[src/rtl/turn_buffer.sv]
// turn_buffer: holds a blocked turn request for a bounded number of frames
// and emits it once the wall logic reports that direction as open.
// Optional feature macro: TURN_BUFFER_REVERSE_EN (a reversal of cur_dir is
// always legal, regardless of can_turn).
//
// state    | meaning
// ---------+---------------------------------------------------------------
// IDLE     | no request held; legal requests are emitted immediately
// PENDING  | a blocked request is held; timer counts frames until it drops
// FROZEN   | isDefeated high; requests ignored, outputs held, nothing held
module turn_buffer #(
  parameter int TIMEOUT = 16
) (
  input  logic       frame_clk,
  input  logic       Reset_n,
  input  logic [7:0] keycode_in,
  input  logic [3:0] can_turn,
  input  logic       isDefeated,
  output logic [7:0] keycode_out,
  output logic [1:0] cur_dir,
  output logic       pending_valid,
  output logic [1:0] pending_dir
);

  typedef enum logic [1:0] {
    S_IDLE    = 2'd0,
    S_PENDING = 2'd1,
    S_FROZEN  = 2'd2
  } state_t;

  typedef enum logic [2:0] {
    A_HOLD      = 3'd0,
    A_EMIT_REQ  = 3'd1,
    A_EMIT_PEND = 3'd2,
    A_LOAD      = 3'd3,
    A_DEC       = 3'd4,
    A_CLEAR     = 3'd5
  } action_t;

  localparam logic [5:0] TIMEOUT_LD = 6'(TIMEOUT);

  state_t     state, state_nxt;
  action_t    act;
  logic [5:0] cnt, cnt_nxt;
  logic [7:0] keycode_nxt;
  logic [1:0] cur_dir_nxt;
  logic       pending_valid_nxt;
  logic [1:0] pending_dir_nxt;

  logic       req_valid;
  logic [1:0] req_dir;
  logic       has_emitted;
  logic       req_same;
  logic       req_legal;
  logic       pend_legal;

  function automatic logic [7:0] dir_code(input logic [1:0] d);
    case (d)
      2'd0:    dir_code = 8'h07;
      2'd1:    dir_code = 8'h16;
      2'd2:    dir_code = 8'h04;
      default: dir_code = 8'h1A;
    endcase
  endfunction

  // Keycode decode: only the four direction keys form a request.
  always_comb begin
    req_valid = 1'b1;
    req_dir   = 2'd0;
    case (keycode_in)
      8'h07:   req_dir = 2'd0;
      8'h16:   req_dir = 2'd1;
      8'h04:   req_dir = 2'd2;
      8'h1A:   req_dir = 2'd3;
      default: req_valid = 1'b0;
    endcase
  end

  // Until the first emission keycode_out is 0x00 and cur_dir carries no
  // meaning, so a "same direction" or "reversal" cannot exist yet.
  assign has_emitted = (keycode_out != 8'h00);
  assign req_same    = req_valid && has_emitted && (req_dir == cur_dir);

  // Legality of the incoming and of the held request.
  always_comb begin
`ifdef TURN_BUFFER_REVERSE_EN
    req_legal  = can_turn[req_dir] ||
                 (has_emitted && (req_dir == (cur_dir ^ 2'd2)));
    pend_legal = can_turn[pending_dir] ||
                 (has_emitted && (pending_dir == (cur_dir ^ 2'd2)));
`else
    req_legal  = can_turn[req_dir];
    pend_legal = can_turn[pending_dir];
`endif
  end

  // State and registered outputs.
  always_ff @(posedge frame_clk or negedge Reset_n) begin
    if (!Reset_n) begin
      state         <= S_IDLE;
      keycode_out   <= 8'h00;
      cur_dir       <= 2'd0;
      pending_valid <= 1'b0;
      pending_dir   <= 2'd0;
      cnt           <= 6'd0;
    end else begin
      state         <= state_nxt;
      keycode_out   <= keycode_nxt;
      cur_dir       <= cur_dir_nxt;
      pending_valid <= pending_valid_nxt;
      pending_dir   <= pending_dir_nxt;
      cnt           <= cnt_nxt;
    end
  end

  // Next-state and action selection; a new request always beats the held one.
  always_comb begin
    state_nxt = state;
    act       = A_HOLD;
    if (isDefeated) begin
      state_nxt = S_FROZEN;
      act       = A_CLEAR;
    end else if (req_valid) begin
      if (req_same) begin
        state_nxt = S_IDLE;
        act       = A_CLEAR;
      end else if (req_legal) begin
        state_nxt = S_IDLE;
        act       = A_EMIT_REQ;
      end else begin
        state_nxt = S_PENDING;
        act       = A_LOAD;
      end
    end else if (state == S_PENDING) begin
      if (pend_legal) begin
        state_nxt = S_IDLE;
        act       = A_EMIT_PEND;
      end else if (cnt <= 6'd1) begin
        // Terminal count: drop instead of decrementing, so no underflow.
        state_nxt = S_IDLE;
        act       = A_CLEAR;
      end else begin
        state_nxt = S_PENDING;
        act       = A_DEC;
      end
    end else begin
      state_nxt = S_IDLE;
      act       = A_HOLD;
    end
  end

  // Next values of the registered outputs and the retry timer.
  always_comb begin
    keycode_nxt       = keycode_out;
    cur_dir_nxt       = cur_dir;
    pending_valid_nxt = pending_valid;
    pending_dir_nxt   = pending_dir;
    cnt_nxt           = cnt;
    case (act)
      A_EMIT_REQ: begin
        keycode_nxt       = dir_code(req_dir);
        cur_dir_nxt       = req_dir;
        pending_valid_nxt = 1'b0;
        pending_dir_nxt   = 2'd0;
        cnt_nxt           = 6'd0;
      end
      A_EMIT_PEND: begin
        keycode_nxt       = dir_code(pending_dir);
        cur_dir_nxt       = pending_dir;
        pending_valid_nxt = 1'b0;
        pending_dir_nxt   = 2'd0;
        cnt_nxt           = 6'd0;
      end
      A_LOAD: begin
        pending_valid_nxt = 1'b1;
        pending_dir_nxt   = req_dir;
        cnt_nxt           = TIMEOUT_LD;
      end
      A_DEC: begin
        cnt_nxt = cnt - 6'd1;
      end
      A_CLEAR: begin
        pending_valid_nxt = 1'b0;
        pending_dir_nxt   = 2'd0;
        cnt_nxt           = 6'd0;
      end
      default: ;
    endcase
  end

endmodule

[config.mk]
export PLATFORM = sky130hd
export DESIGN_NAME = turn_buffer
export DESIGN_NICKNAME = d
export VERILOG_FILES = /design/src/rtl/turn_buffer.sv
export SDC_FILE = /design/constraint.sdc
export NUM_CORES = 1
export LEC_CHECK = 0
export BUFFER_PORTS_ARGS = -buffer_cell sky130_fd_sc_hd__buf_4
export CAP_MARGIN = 10
export CORE_UTILIZATION = 45
export DETAILED_ROUTE_END_ITERATION = 16
export PLACE_DENSITY = 0.74
export RECOVER_POWER = 50
export SLEW_MARGIN = 20
export SYNTH_ARGS = -nofsm -noshare
export SYNTH_HDL_FRONTEND = slang
export SYNTH_SLANG_ARGS = --single-unit
[constraint.sdc]
create_clock -name frame_clk -period 3 [get_ports frame_clk]
set_clock_uncertainty 0.2 [all_clocks]
set_input_delay 0.15 -clock frame_clk [delete_from_list [all_inputs] [get_ports frame_clk]]
set_output_delay 0.15 -clock frame_clk [all_outputs]
set_load 0.02 [all_outputs]
==> impl_metrics.csv <==
group,metric,value,unit
floorplan,core_region_area,2480,µm²
synthesis,yosysMostFrequentCell,"dfrtp_1",
cts,cts_setup_buffers,0,
min_path,min_from,"keycode_in[6]",
sta,fmax,396,MHz
min_path,hold_path_class,"input pin to register",
synthesis,synth.largest_area_cell,"dfrtp_1",
synthesis,netlist_instances,130,
worst_setup_path,critical_path_class,"register to register",
sta,rsz0062_at_grt,"false",
global_routing,grt_overflow,0,
cts,cts.sinks,18,
worst_setup_path,cp_cell_sequence,"or4_1 -> nor2_1 -> a21oi_1 -> and2_1 -> o41a_1 -> a221o_1",
global_routing,grt_max_degree,19,
synthesis,synth_edf_count,0,
finish,drive_above_1_share,19.4,%
sta,hold_viol_final,0,
finish,areaGrowthSynthToFinish,20.9,%
route,drt_pass1_iterations,4,
worst_setup_path,critPathMaxStageDelay,0.52,ns
worst_setup_path,r2r-start,"keycode_out[0]$_DFFE_PN0P_",
placement,gp_congestion,0.870,
route,drtIter0Drc,42,
pwr,power_density,384,nW/µm²
sta,period_minus_slack,2.52,ns
synthesis,post-synth-top-area-fraction,38.1,%
sta,fin_setup_tns,0,ns
finish,nFillCells,227,
global_routing,antenna_found_initial,0,
worst_setup_path,cp_slowest_cell,"or4_1",
synthesis,ys_seq_area_share,38.1,%
sta,tightest_slew,0.975,ns
cts,cts_tree,"yes",
cts,clock_latency,0.30,ns
worst_setup_path,cp-end-kind,"register",
cts,htree_levels,1,
sta,slew_viol_final,0,
placement,io_buffer_count,24,
finish,diodes,0,
cts,cts_root_buffer,"clkbuf_4",
floorplan,floorplan.die.height,53.2,µm
synthesis,synth.cell_area,1180,µm²
worst_setup_path,startpoint,"keycode_out[0]$_DFFE_PN0P_",
floorplan,io_pins,28,
sta,max-slew-margin-rel,35.0,%
synthesis,synth_warnings,0,
placement,dp_hpwl,2200,µm
synthesis,synth_cell_types,38,
cts,cts_buffers,3,
synthesis,synth_common_cells,"dfrtp_1 (18), nor2_1 (16), a21oi_1 (11)",
sta,setup_violations,0,
floorplan,initial_core_util,47.7,%
route,route.final.wire_length,2870,µm
cts,cts_buffer_depth,2,
cts,clk_pin_slew_worst_paths,0.10,ns
route,avgRoutedWirePerCell,15.1,µm
finish,final_nets,178,
worst_setup_path,startpoint_type,"register",
placement,placed_area,1380,µm²
sta,min_period_over_period,84.1,%
global_routing,grt_pass1_vias,1114,
global_routing,grt_first_pass_wirelength,4820,µm
worst_setup_path,cp.buffers_inverters,0,
worst_setup_path,required,2.99,ns
synthesis,synth_area_leaders,"dfrtp_1 (38%), a21o_1 (5.7%), nor2_1 (5.1%)",
worst_setup_path,cp.arrival,2.51,ns
finish,utilization,57.6,%
floorplan,die_w,53.2,µm
global_routing,grt_usage,23.3,%
floorplan,die_area,2830,µm²
route,vias,1152,
synthesis,syn_avg_cell_area,9.09,µm²
worst_setup_path,crit_family,"compound AO/OA/AOI/OAI gates",
worst_setup_path,cp_max_fo,7,
pwr,ir_drop,0.000394,V
pwr,power.leakage,0.632,nW
finish,design_area,1430,µm²
run_status,status,"completed",
route,drtAntennaViolNets,0,
synthesis,ys.flop_type,"dfrtp_1",
floorplan,rows,18,
job,cap_violations,0,
synthesis,async_reset_ff_share,100,%
synthesis,ys_ff_latch,18,
route,avgViaCountPerCell,6.06,
route,route.detailed.drc,0,
sta,hold_ws,0.0157,ns
-- routing by layer --
metal / global-route usage, % / wire, µm
met4: 3.51 / 16
met3: 5.75 / 163
met1: 27.2 / 1210
met2: 42.7 / 1480
met5: 0 / 0
-- stage by stage --
step           power, mW  std cells  worst slack [ns]
2_1_floorplan      0.343        132             0.567
3_3_place_gp       0.397        183             0.494
3_5_place_dp       0.400        183             0.389
4_1_cts            0.558        190             0.500
5_1_grt            0.574        190             0.401
6_report           0.548        190             0.476
-- power by group --
group          switching, mW  internal, mW  leakage (nW)
registers             0.0113         0.257         0.236
logic                 0.0713        0.0535         0.375
clock network         0.0806        0.0740        0.0210
total                  0.163         0.385         0.632
-- cell families (layout without fill, tap and decap cells) --
| logic type | Yosys count | after routing | share of synthesized area (%) |
|---|---|---|---|
| AOI/OAI and AO/OA | 43 | 43 | 25.8 |
| xor gates and xnor gates | 3 | 3 | 2.22 |
| adders and majority gates | 2 | 2 | 2.12 |
| buffers and inverters | 9 | 37 | 4.13 |
| DFF | 18 | 18 | 38.1 |
| muxes | 1 | 1 | 1.91 |
| other | 1 | 3 | 0.317 |
| and+or+nand+nor | 53 | 53 | 25.3 |
-- worst register-to-register path, cell delays in order, from the launching register on --
cell     delay, ns
dfrtp_1       0.41
or4_1         0.52
nor2_1        0.13
a21oi_1       0.09
and2_1        0.20
o41a_1        0.48
a221o_1       0.38
-- placed cells by master, fill, tap and decap left out, types with 3 or more instances in the layout --
master and n:
buf_4 19, nand2_1 6, dfrtp_1 18, clkbuf_4 3
nor3_1 4, dlygate4sd3_1 3, nor2_1 16, a221oi_1 3
a21oi_1 11, inv_1 5, a21o_1 9, nor2b_1 5
nand2b_1 4, clkbuf_1 6, a22o_1 3, conb_1 3
o21ai_0 5
-- flip-flops by register name (all words and copies together), names as in the netlist --
name and flops:
pending_valid 1, pending_dir 2, cnt 6, state 2, keycode_out 5, cur_dir 2
-- layout make-up --
type | count | area [µm²] | share of cell area (%)
inverter | 5 | 18.8 | 1.31
tap | 30 | 37.5 | 2.63
clock buffer | 4 | 36.3 | 2.54
sequential | 18 | 450 | 31.6
multi-input combinational | 105 | 689 | 48.3
timing repair buffer | 28 | 195 | 13.7
-- worst paths after layout --
path / to / slack [ns] / cells past startpoint
hold / removal: keycode_out[3]$_DFFE_PN0P_ / 0.02 / 4
setup reg to reg: keycode_out[2]$_DFFE_PN0P_ / 0.48 / 6
hold reg to reg: pending_valid$_DFFE_PN0P_ / 0.29 / 1
max in group asynchronous: cur_dir[0]$_DFFE_PN0P_ / 1.70 / 2
min in group asynchronous: state[1]$_DFF_PN0_ / 0.30 / 2
setup / recovery: keycode_out[2]$_DFFE_PN0P_ / 0.48 / 6
-- what timing repair did --
item | 4_1_cts | 5_1_grt
hold buffers | 3 | 0
hold endpoints to repair | 20 | 0
setup endpoints to repair | 0 | 0
gates resized for setup | 0 | 0
Note: power is estimated with default switching activity, not from simulation.
